$ cat config.mk
export PLATFORM = sky130hd
export DESIGN_NAME = fifo_param_flat
export DESIGN_NICKNAME = d
export VERILOG_FILES = /design/src/rtl/fifo_param_if.sv /design/src/rtl/fifo_param.sv /design/src/flat_wrapper.sv
export SDC_FILE = /design/constraint.sdc
export NUM_CORES = 1
export LEC_CHECK = 0
export ABC_AREA = 0
export CORE_MARGIN = 5
export CORE_UTILIZATION = 60
export CTS_CLUSTER_DIAMETER = 30
export DETAILED_ROUTE_END_ITERATION = 6
export MAX_ROUTING_LAYER = met4
export PLACE_DENSITY_LB_ADDON = 0.08
export SYNTH_ARGS = -nofsm -noshare
export SYNTH_HDL_FRONTEND = slang
export SYNTH_SLANG_ARGS = --single-unit
$ cat constraint.sdc
create_clock -name clk -period 4.7 [get_ports clk]
set_input_delay 0.47 -clock clk [delete_from_list [all_inputs] [get_ports clk]]
set_output_delay 0.47 -clock clk [all_outputs]
set_load 0.1 [all_outputs]
$ cat src/rtl/fifo_param_if.sv
// rtl/fifo_param_if.sv - push/pop/status bundle between a producer and fifo_param
interface fifo_param_if #(
  parameter int WIDTH = 32,
  parameter int DEPTH = 16,
  parameter int CW    = $clog2(DEPTH + 1)
);
  logic             push;
  logic             pop;
  logic [WIDTH-1:0] data_in;
  logic             err_clr;
  logic [WIDTH-1:0] data_out;
  logic             empty;
  logic             almost_empty;
  logic             almost_full;
  logic             full;
  logic [CW-1:0]    count;
  logic             overflow;
  logic             underflow;
  logic             error;

  modport master (
    output push, pop, data_in, err_clr,
    input  data_out, empty, almost_empty, almost_full, full, count,
           overflow, underflow, error
  );

  modport slave (
    input  push, pop, data_in, err_clr,
    output data_out, empty, almost_empty, almost_full, full, count,
           overflow, underflow, error
  );
endinterface

$ cat src/rtl/fifo_param.sv
// rtl/fifo_param.sv - parametrised synchronous FIFO, any depth, with occupancy and error flags
module fifo_param #(
  parameter int WIDTH    = 32,
  parameter int DEPTH    = 16,
  parameter int AE_LEVEL = 2,
  parameter int AF_LEVEL = 14,
  parameter int CW       = $clog2(DEPTH + 1)
) (
  input logic        clk,
  input logic        reset,
  fifo_param_if.slave bus
);
  localparam int PW = (DEPTH > 1) ? $clog2(DEPTH) : 1;
  localparam logic [PW-1:0] LAST_PTR = PW'(DEPTH - 1);
  localparam logic [CW-1:0] FULL_CNT = CW'(DEPTH);
  localparam logic [CW-1:0] AE_CNT   = CW'(AE_LEVEL);
  localparam logic [CW-1:0] AF_CNT   = CW'(AF_LEVEL);

  logic [WIDTH-1:0] mem [DEPTH];
  logic [PW-1:0]    wr_ptr, rd_ptr;
  logic [CW-1:0]    count_q;
  logic [WIDTH-1:0] dout_q;
  logic             ovf_q, unf_q, err_q;
  logic             is_empty, is_full, do_push, do_pop, reject;

  assign is_empty = (count_q == '0);
  assign is_full  = (count_q == FULL_CNT);
  assign do_pop   = bus.pop && !is_empty;
  // A pop on a full FIFO frees the slot the simultaneous push lands in.
  assign do_push  = bus.push && (!is_full || do_pop);
  assign reject   = (bus.push && !do_push) || (bus.pop && !do_pop);

  always_ff @(posedge clk) begin
    if (do_push) mem[wr_ptr] <= bus.data_in;
  end

  always_ff @(posedge clk or posedge reset) begin
    if (reset) begin
      wr_ptr  <= '0;
      rd_ptr  <= '0;
      count_q <= '0;
      dout_q  <= '0;
      ovf_q   <= 1'b0;
      unf_q   <= 1'b0;
      err_q   <= 1'b0;
    end else begin
      ovf_q <= bus.push && !do_push;
      unf_q <= bus.pop && !do_pop;
      if (do_push) wr_ptr <= (wr_ptr == LAST_PTR) ? '0 : wr_ptr + PW'(1);
      if (do_pop) begin
        dout_q <= mem[rd_ptr];
        rd_ptr <= (rd_ptr == LAST_PTR) ? '0 : rd_ptr + PW'(1);
      end
      if (do_push && !do_pop)      count_q <= count_q + CW'(1);
      else if (do_pop && !do_push) count_q <= count_q - CW'(1);
      // A new rejection outranks a clear in the same cycle.
      if (reject)           err_q <= 1'b1;
      else if (bus.err_clr) err_q <= 1'b0;
    end
  end

  assign bus.data_out     = dout_q;
  assign bus.count        = count_q;
  assign bus.empty        = is_empty;
  assign bus.full         = is_full;
  assign bus.almost_empty = (count_q <= AE_CNT);
  assign bus.almost_full  = (count_q >= AF_CNT);
  assign bus.overflow     = ovf_q;
  assign bus.underflow    = unf_q;
  assign bus.error        = err_q;
endmodule

$ cat src/flat_wrapper.sv
// flat-port wrapper written by rule: the top's interface ports become plain ports
module fifo_param_flat 
#(
  parameter int WIDTH    = 32,
  parameter int DEPTH    = 16,
  parameter int AE_LEVEL = 2,
  parameter int AF_LEVEL = 14,
  parameter int CW       = $clog2(DEPTH + 1)
)
  (clk, reset, bus_push, bus_pop, bus_data_in, bus_err_clr, bus_data_out, bus_empty, bus_almost_empty, bus_almost_full, bus_full, bus_count, bus_overflow, bus_underflow, bus_error);
  fifo_param_if #(.WIDTH(WIDTH), .DEPTH(DEPTH), .CW(CW)) bus_i ();
  input logic clk;
  input logic reset;
  input wire logic [$bits(bus_i.push)-1:0] bus_push;
  input wire logic [$bits(bus_i.pop)-1:0] bus_pop;
  input wire logic [$bits(bus_i.data_in)-1:0] bus_data_in;
  input wire logic [$bits(bus_i.err_clr)-1:0] bus_err_clr;
  output wire logic [$bits(bus_i.data_out)-1:0] bus_data_out;
  output wire logic [$bits(bus_i.empty)-1:0] bus_empty;
  output wire logic [$bits(bus_i.almost_empty)-1:0] bus_almost_empty;
  output wire logic [$bits(bus_i.almost_full)-1:0] bus_almost_full;
  output wire logic [$bits(bus_i.full)-1:0] bus_full;
  output wire logic [$bits(bus_i.count)-1:0] bus_count;
  output wire logic [$bits(bus_i.overflow)-1:0] bus_overflow;
  output wire logic [$bits(bus_i.underflow)-1:0] bus_underflow;
  output wire logic [$bits(bus_i.error)-1:0] bus_error;
  assign bus_i.push = bus_push;
  assign bus_i.pop = bus_pop;
  assign bus_i.data_in = bus_data_in;
  assign bus_i.err_clr = bus_err_clr;
  assign bus_data_out = bus_i.data_out;
  assign bus_empty = bus_i.empty;
  assign bus_almost_empty = bus_i.almost_empty;
  assign bus_almost_full = bus_i.almost_full;
  assign bus_full = bus_i.full;
  assign bus_count = bus_i.count;
  assign bus_overflow = bus_i.overflow;
  assign bus_underflow = bus_i.underflow;
  assign bus_error = bus_i.error;
  fifo_param #(.WIDTH(WIDTH), .DEPTH(DEPTH), .AE_LEVEL(AE_LEVEL), .AF_LEVEL(AF_LEVEL), .CW(CW)) u_core (.clk(clk), .reset(reset), .bus(bus_i));
endmodule
==> out/qor.yml, run 1 <==
cts:
  clk-insertion-delay-late_ps: 610
  cts_resized: 0
  postCtsSetupBuffers: 0
  hold_buffers: 0
  clockBufferDepth: 3
  cts_max_level: 3
  clk_pin_slew_ps: 50
  cts_tree: "done"
  cts.sinks: 560
  numCtsBuffers: 101
  cts_root_buf: "clkbuf_16"
critical_path:
  reg2reg_depth: 5
  critPathRequiredTime_ps: 4230
  end_kind: "output port"
  crit_type: "reg2out"
  worstPathArrival_ps: 2730
  cp_max_fo: 7
  critPathLaunchType: "flip-flop"
timing:
  hold_violations: 0
  finClkSkew_ps: 21.79
  fmax_mhz: 312.2
  setup_viol: 0
  slew_viol_final: 0
  period_share_pct: 68.16
  slew_headroom_pct: 23.29
  worst_hold_slack_ps: 458.9
  fin_tns_setup_ps: 0
  tightest_slew_ps: 1148
  fin_crit_ps: 3203
  rsz0062_at_grt: "no"
placement:
  place_congestion: 0.7838
  dpl.hpwl_mm: 27.99
  dp_cells: 1476
  post_dp_cell_area_um2: 22760
  io_buffers: 80
floorplanning:
  dieWidth_um: 198.8
  coreArea_um2: 35400
  die_y_um: 198.8
  start_util_pct: 60.39
  fp-row-count: 69
  ios: 81
  dieArea_um2: 39500
global_routing:
  antenna_found_initial: 0
  grt_max_degree: 66
  grt_pass1_vias: 10796
  grt-ovfl-total: 0
  grt_use_total_pct: 26.31
  grt_first_pass_wirelength_mm: 71.75
yosys:
  async_reset_ff_share_pct: 8.571
  syn-cell-area_um2: 21380
  ys_ff_latch: 560
  synth_cell_types: 34
  ys_seq_area_share_pct: 77.54
  synth.avg_cell_area_um2: 22.11
  synthFlopType: "edfxtp_1"
  ys_warn_count: 0
  netlist_instances: 967
  syn_nets: 1014
  synth_enable_flop_cells: 512
detailed_routing:
  post_drt_wl_per_cell_um: 29.22
  vias: 10418
  ant_nets: 0
  drtIter0Drc: 1140
  firstDrtPassIters: 5
  wirelength_mm: 48.68
  drc: 0
  vias_per_cell: 6.253
status:
  status: "finished clean"
power_and_ir_drop:
  ir_worst_vdd_mv: 0.6096
  p_sw_share_pct: 32.55
  powerDensity_nw_per_um2: 720.9
  pwr-share-seq_pct: 34.9
  total_power_mw: 18.89
  power_switching_mw: 6.147
  intPower_mw: 12.74
  combPwrFrac_pct: 26.9
  pwr-share-clk_pct: 38.1
  p_leak_nw: 8.767
flow_run:
  cap_violations: 0
finish:
  fillCellCount: 2018
  stdcell_count: 1666
  nNetsFinal: 1165
  final_cell_area_um2: 26200
  drive_gt1_share_pct: 27.99
  syn2layout_area_growth_pct: 22.58
min_path:
  hp-class: "in2async"
==> flip-flops by register name (all words and copies together), names as in the netlist <==
register / cells
u_core.bus.count: 5
u_core.bus.data_out: 32
u_core.bus.error: 1
u_core.bus.overflow: 1
u_core.bus.underflow: 1
u_core.mem: 512
u_core.rd_ptr: 4
u_core.wr_ptr: 4
==> cell families after synthesis <==
kind of cell | synth area share, %
adder cells (fa/ha/maj) | 0.6204
AO/OA/AOI/OAI | 2.113
AND/OR/NAND/NOR | 1.557
flip-flops | 77.54
multiplexers | 16.37
XOR/XNOR | 0.2458
buffers and inverters | 1.557
==> stage by stage <==
step           utilization [%]  setup slack (ps)
2_1_floorplan                -             276.1
3_3_place_gp             64.29              1595
3_5_place_dp             64.29              1565
4_1_cts                  74.02              1458
5_1_grt                  74.02              1328
6_report                 74.03              1497
==> power by group through the flow <==
stage               clock [mW]  combinational [mW]  sequential [mW]
global route              7.56                5.35             6.66
global placement             0                5.04             6.66
CTS                       7.29                5.11             6.61
detailed placement           0                5.07             6.68
floorplan                    0                2.75             7.48
finish                    7.20                5.09             6.60
==> path summary, 6_finish.rpt <==
kind	end	start	slack, ps
min in group clk	u_core.bus.error	bus_err_clr	460
setup reg to reg	u_core.mem[4][21]	u_core.bus.count[1]	1830
hold / removal	u_core.bus.data_out[7]	reset	460
max in group asynchronous	u_core.rd_ptr[1]	reset	3610
setup / recovery	bus_almost_empty	u_core.bus.count[2]	1500
hold reg to reg	u_core.bus.data_out[3]	u_core.bus.data_out[3]	480
==> critical path, stage by stage, from the launching register on <==
cell             delay (ps)
dfrtp_1                 450
or3_1                   390
a21oi_1                 140
clkdlybuf4s50_1        1150
==> cells in the mapped netlist (9+ instances only) <==
library cell / n / area share [%]
buf_2: 20 / 0.47
buf_6: 10 / 0.53
clkbuf_1: 13 / 0.23
dfrtp_1: 48 / 5.6
edfxtp_1: 512 / 72
ha_1: 9 / 0.53
inv_1: 11 / 0.19
mux2i_1: 57 / 2.7
mux4_2: 128 / 13
nand2_1: 43 / 0.76
nor2_1: 16 / 0.28
o221ai_1: 28 / 1.1
==> placed cells by master, fill, tap and decap left out, types with 2 or more instances in the layout <==
cell type / Yosys / layout
a21o_1: 4 / 4
a21oi_1: 8 / 8
and3_1: 2 / 2
buf_12: 0 / 2
buf_4: 0 / 17
bufinv_16: 0 / 15
clkbuf_1: 13 / 14
clkbuf_16: 0 / 102
clkdlybuf4s50_1: 0 / 80
clkinv_1: 0 / 14
clkinv_2: 0 / 15
clkinv_4: 0 / 9
clkinvlp_4: 0 / 14
dfrtp_1: 48 / 45
dfrtp_4: 0 / 3
edfxtp_1: 512 / 512
ha_1: 9 / 9
inv_1: 11 / 10
inv_6: 0 / 3
mux2_2: 4 / 4
mux2i_1: 57 / 57
mux4_2: 128 / 128
nand2_1: 43 / 42
nand2b_1: 4 / 3
nand3_1: 4 / 4
nor2_1: 16 / 4
nor2_4: 0 / 12
nor3_1: 7 / 3
nor3_2: 0 / 4
o21ai_0: 7 / 7
o221ai_1: 28 / 28
o22ai_1: 8 / 8
xnor2_1: 4 / 4
xor2_1: 2 / 2
==> layer usage <==
metal	vias up	track usage [%]	share of wire (%)	wire, um
met4	0	6.079	1.5	735
met5	-	-	0	0
met2	486	36.50	46	22230
met1	5473	38.30	42	20390
met3	77	9.824	11	5331
li1	4382	-	-	-
==> area by class of cell <==
| class | instances | area (um^2) | area share, % |
|---|---|---|---|
| Sequential cell | 560 | 16590 | 63.30 |
| Clock buffer | 117 | 2619 | 9.994 |
| Timing Repair Buffer | 99 | 968.4 | 3.696 |
| Inverter | 11 | 41.29 | 0.1576 |
| Clock inverter | 72 | 824.5 | 3.147 |
| Antenna cell | 1 | 2.502 | 0.009550 |
| Tap cell | 461 | 576.8 | 2.201 |
| Multi-Input combinational cell | 345 | 4583 | 17.49 |
(Power assumes the default switching activity.)
==> run 2: changes to the inputs <==
==> constraint.sdc (replaced) <==
create_clock -name clk -period 3.1 [get_ports clk]
set_input_delay 0.31 -clock clk [delete_from_list [all_inputs] [get_ports clk]]
set_output_delay 0.31 -clock clk [all_outputs]
set_load 0.1 [all_outputs]
==> out/qor.yml, run 2 (synthesis results as in run 1) <==
critical_path:
  critPathRequiredTime_ps: 3610  # -620 ps
  reg2reg_depth: 10  # +5
  crit_type: "reg2reg"
  end_kind: "flip-flop"
  critPathLaunchType: "flip-flop"
  rr_startpoint: "u_core.bus.count[1]"
  worstPathArrival_ps: 2980  # +250 ps
  cp_max_fo: 8  # +1
  r2r-end: "u_core.bus.count[4]"
  reg2reg_setup_slack_ps: 620  # -1210 ps
  endpoint: "u_core.bus.count[4]"
  worstSetupStartpoint: "u_core.bus.count[1]"
global_routing:
  grt_max_degree: 43  # -35%
  grt_use_total_pct: 24.55  # -1.8 points
  antenna_found_initial: 0  # unchanged
  grt_pass1_vias: 10940  # +1.3%
  grt-ovfl-total: 0  # unchanged
  grt_first_pass_wirelength_mm: 68.94  # -3.9%
cts:
  cts_root_buf: "clkbuf_16"
  clockBufferDepth: 3  # unchanged
  cts_resized: 0  # unchanged
  cts_max_level: 3  # unchanged
  numCtsBuffers: 97  # -4.0%
  postCtsSetupBuffers: 0  # unchanged
  clk_pin_slew_ps: 50  # about the same
  cts.sinks: 560  # unchanged
  hold_buffers: 0  # unchanged
  clk-insertion-delay-late_ps: 590  # -20 ps
  cts_tree: "done"
timing:
  fin_tns_setup_ps: 0  # unchanged
  slew_viol_final: 0  # unchanged
  finClkSkew_ps: 14.70  # -7.090 ps
  slew_headroom_pct: 33.91  # +11 points
  fmax_mhz: 403.6
  period_share_pct: 79.93
  worst_hold_slack_ps: 212.9  # -246.0 ps
  tightest_slew_ps: 988.2  # -159.7 ps
  rsz0062_at_grt: "no"
  fin_ws_ps: 622.1  # -874.5 ps
  fin_crit_ps: 2478
  hold_violations: 0  # unchanged
  setup_viol: 0  # unchanged
detailed_routing:
  drtIter0Drc: 717  # -37%
  post_drt_wl_per_cell_um: 26.70  # -8.6%
  drc: 0  # unchanged
  vias_per_cell: 6.111  # -2.3%
  wirelength_mm: 44.97  # -7.6%
  vias: 10291  # -1.2%
  ant_nets: 0  # unchanged
  firstDrtPassIters: 5  # unchanged
power_and_ir_drop:
  ir_worst_vdd_mv: 1.377  # +130%
  total_power_mw: 27.75  # +47%
  powerDensity_nw_per_um2: 1051  # +46%
  p_leak_nw: 8.890  # +1.4%
finish:
  largest_register: "u_core.mem"
  syn2layout_area_growth_pct: 23.51
  drive_gt1_share_pct: 32.22  # +4.2 points
  nNetsFinal: 1188  # +2.0%
  final_cell_area_um2: 26400  # +0.76%
  stdcell_count: 1684  # +1.1%
  post-route-util_pct: 74.59  # +0.56 points
  num_antenna_cells: 0  # -1
  final_common_cell: "edfxtp_1"
  fillCellCount: 1973  # -2.2%
  mostFrequentLayoutCells: "512 x edfxtp_1, 128 x mux4_2, 99 x clkbuf_16, 57 x mux2i_1, 57 x clkdlybuf4s50_1"
  largest_reg_flops: 512  # unchanged
floorplanning:
  dieArea_um2: 39500  # unchanged
  coreArea_um2: 35400  # unchanged
  die_y_um: 198.8  # unchanged
  start_util_pct: 60.39  # unchanged
  fp-row-count: 69  # unchanged
  dieWidth_um: 198.8  # unchanged
  ios: 81  # unchanged
flow_run:
  cap_violations: 0  # unchanged
min_path:
  hp-class: "in2async"
placement:
  post_dp_cell_area_um2: 23170  # +1.8%
  io_buffers: 80  # unchanged
  place_congestion: 0.7735  # -1.3%
  dp_cells: 1503  # +1.8%
  pre_cts_ws_ps: 564.7  # -1001 ps
  dpl.hpwl_mm: 25.55  # -8.7%
status:
  status: "finished clean"
-- run 2: cell count changes in the layout (fill, tap and decap cells not counted), sizes merged --
cell	previous run	this run
clkinv	39	29
clkinvlp	14	16
diode	1	0
buf	19	69
bufinv	15	7
inv	15	25
clkbuf	117	115
clkdlybuf4s50	80	57
-- run 2: cell type report --
cell class,count,area [um^2],area share (%)
flip-flops and latches,560,16590,62.85
multi-input cells,345,4611,17.46
clock buffers,115,2587,9.800
repair buffers,126,1351,5.118
clock inverters,66,641.9,2.431
well taps,461,576.8,2.185
inverters,11,41.29,0.1564
-- run 2: per-layer routing --
layer  global-route usage [%]  vias to the layer above  part of all wire (%)
met4                    6.104                        0                   1.6
met5                        -                        -                     0
met3                    4.607                       63                   5.0
li1                         -                     4430                     -
met2                    39.22                      340                    52
met1                    33.76                     5458                    42
-- run 2: critical path, stage by stage (launching register included) --
cell and delay, ps:
dfrtp_2 460, nor2_1 220, nand3_1 140, o21a_1 210, ha_1 230, inv_1 140, ha_1 280, a21o_1 180
a21oi_1 170, mux2i_1 230, xnor2_1 130
-- run 2: where the power goes --
| group | total, mW | internal, mW | switching, mW |
|---|---|---|---|
| sequential | 9.81 | 9.18 | 0.623 |
| combinational | 7.73 | 2.94 | 4.79 |
| clock | 10.2 | 6.60 | 3.61 |
-- run 2: how the worst min path moves through the flow --
stage                                  end                   start
detailed placement        u_core.bus.error        u_core.bus.error
global route              u_core.bus.error                   reset
CTS                       u_core.bus.error                   reset
global placement    u_core.bus.data_out[6]  u_core.bus.data_out[6]
finish                 u_core.bus.count[3]                   reset
floorplan                 u_core.mem[0][0]          bus_data_in[0]
==> run 3: changes to the inputs <==
--- a/config.mk
+++ b/config.mk
@@ -7,7 +7,7 @@
 export LEC_CHECK = 0
 export ABC_AREA = 0
 export CORE_MARGIN = 5
-export CORE_UTILIZATION = 60
+export CORE_UTILIZATION = 55
 export CTS_CLUSTER_DIAMETER = 30
 export DETAILED_ROUTE_END_ITERATION = 6
 export MAX_ROUTING_LAYER = met4
==> constraint.sdc (replaced) <==
create_clock -name clk -period 2.2 [get_ports clk]
set_input_delay 0.22 -clock clk [delete_from_list [all_inputs] [get_ports clk]]
set_output_delay 0.22 -clock clk [all_outputs]
set_load 0.1 [all_outputs]
==> out/qor.yml, run 3 (synthesis results as in run 1) <==
status:
  status: "finished clean"
global_routing:
  grt-ovfl-total: 0  # unchanged
  grt_pass1_vias: 11296  # +3.3%
  grt_use_total_pct: 22.91  # -1.6 points
  grt_max_degree: 38  # -12%
  grt_first_pass_wirelength_mm: 71.26  # +3.4%
  antenna_found_initial: 1  # +1
cts:
  clk-insertion-delay-late_ps: 610  # +20 ps
  numCtsBuffers: 105  # +8.2%
  cts_max_level: 3  # unchanged
  clockBufferDepth: 3  # unchanged
  cts_tree: "done"
  cts.sinks: 560  # unchanged
  clk_pin_slew_ps: 40  # about the same
  cts_root_buf: "clkbuf_16"
critical_path:
  critPathLaunchType: "flip-flop"
  r2r-end: "u_core.bus.count[3]"
  crit_type: "reg2out"
  cp_max_fo: 4  # -4
  worstPathArrival_ps: 1940  # -1040 ps
  end_kind: "output port"
  rr_startpoint: "u_core.bus.count[0]"
  reg2reg_setup_slack_ps: 90  # -530 ps
  endpoint: "bus_empty"
  worstSetupStartpoint: "u_core.bus.count[2]"
  reg2reg_depth: 10  # unchanged
  critPathRequiredTime_ps: 1980  # -1630 ps
power_and_ir_drop:
  power_switching_mw: 13.42  # +49%
  combPwrFrac_pct: 28.6  # +0.7 points
  p_sw_share_pct: 31.74  # -0.77 points
  ir_worst_vdd_mv: 1.110  # -19%
  intPower_mw: 28.85  # +54%
  p_leak_nw: 9.496  # +6.8%
  pwr-share-clk_pct: 39.3  # +2.5 points
  powerDensity_nw_per_um2: 1530  # +46%
  pwr-share-seq_pct: 32.1  # -3.2 points
finish:
  largest_register: "u_core.mem"
  nNetsFinal: 1238  # +4.2%
  mostFrequentLayoutCells: "512 x edfxtp_1, 128 x mux4_2, 107 x clkbuf_16, 88 x buf_4, 57 x mux2i_1"
  stdcell_count: 1796  # +6.7%
  num_antenna_cells: 0  # unchanged
  largest_reg_flops: 512  # unchanged
  final_cell_area_um2: 27630  # +4.7%
  final_common_cell: "edfxtp_1"
  syn2layout_area_growth_pct: 29.27
  post-route-util_pct: 71.67  # -2.9 points
  drive_gt1_share_pct: 38.65  # +6.4 points
placement:
  io_buffers: 80  # unchanged
  post_dp_cell_area_um2: 23790  # +2.6%
  dpl.hpwl_mm: 27.46  # +7.5%
  place_congestion: 0.7843  # +1.4%
  dp_cells: 1596  # +6.2%
timing:
  slew_headroom_pct: 50.08  # +16 points
  tightest_slew_ps: 746.4  # -241.8 ps
  period_share_pct: 98.37
  rsz0062_at_grt: "yes"
  fin_crit_ps: 2164
  finClkSkew_ps: 34.85  # +20.15 ps
  hold_violations: 0  # unchanged
  slew_viol_final: 0  # unchanged
  setup_viol: 0  # unchanged
  fmax_mhz: 462.1
min_path:
  hp-class: "in2reg"
detailed_routing:
  post_drt_wl_per_cell_um: 26.48  # -0.84%
  firstDrtPassIters: 5  # unchanged
  ant_nets: 0  # unchanged
  vias: 10573  # +2.7%
  drc: 0  # unchanged
  drtIter0Drc: 827  # +15%
  vias_per_cell: 5.887  # -3.7%
  wirelength_mm: 47.55  # +5.8%
floorplanning:
  coreArea_um2: 38560  # +8.9%
  ios: 81  # unchanged
  dieWidth_um: 207.1  # +4.2%
  start_util_pct: 55.44  # -5.0 points
  die_y_um: 207.1  # +4.2%
  fp-row-count: 72  # +4.3%
  dieArea_um2: 42910  # +8.6%
flow_run:
  cap_violations: 0  # unchanged
## run 3: critical path: stages (launching register included)
cell     delay [ps]
dfrtp_4         500
buf_6           130
or3_4           380
nor3_4          150
buf_12          200
## run 3: layer usage
layer	track usage, %	up-vias	routed length (um)
met5	-	-	0
met4	6.635	0	898
met3	4.584	73	2664
met2	37.69	344	24880
met1	29.63	5606	19110
li1	-	4550	-
## run 3: through the flow
step	hold WS, ps	TNS, ps	setup WS, ps	total power [mW]
floorplan	318.9	-37980	-390.6	22.10
global placement	480.1	-92.02	-92.02	25.62
detailed placement	479.6	-140.0	-86.27	25.75
CTS	233.4	-60.94	-37.49	42.58
global route	269.2	-101.9	-39.87	43.84
finish	257.4	0	35.75	42.27
## run 3: worst min-delay path by stage
stage	start	endpoint	slack [ps]	cells after the start
2_1_floorplan	bus_data_in[0]	u_core.mem[0][0]	320	0
3_3_place_gp	u_core.bus.data_out[2]	u_core.bus.data_out[2]	480	2
3_5_place_dp	u_core.bus.data_out[13]	u_core.bus.data_out[13]	480	2
4_1_cts	bus_err_clr	u_core.bus.error	230	3
5_1_grt	bus_err_clr	u_core.bus.error	270	3
6_report	bus_err_clr	u_core.bus.error	260	3
## run 3: final cells by class
type | count | area [um^2]
Clock inverter | 81 | 1028
Sequential cell | 560 | 16610
Timing Repair Buffer | 168 | 1874
Inverter | 11 | 43.79
Clock buffer | 113 | 2700
Fill cell | 2346 | 10920
Tap cell | 518 | 648.1
Multi-Input combinational cell | 345 | 4732
## run 3: power by group through the flow
stage | logic (mW) | clock network (mW) | registers (mW)
after floorplan | 6.09 | 0 | 16.0
after global placement | 11.9 | 0 | 13.7
after detailed placement | 12.0 | 0 | 13.7
after CTS | 12.2 | 16.8 | 13.6
after global routing | 12.8 | 17.4 | 13.7
final | 12.1 | 16.6 | 13.6
## run 3: timing repair
action,CTS,global route
hold buffers,1,0
setup endpoints to repair,4,4
hold endpoints to repair,11,0
pin swaps,3,12
buffers inserted,5,0
resized for setup,8,7
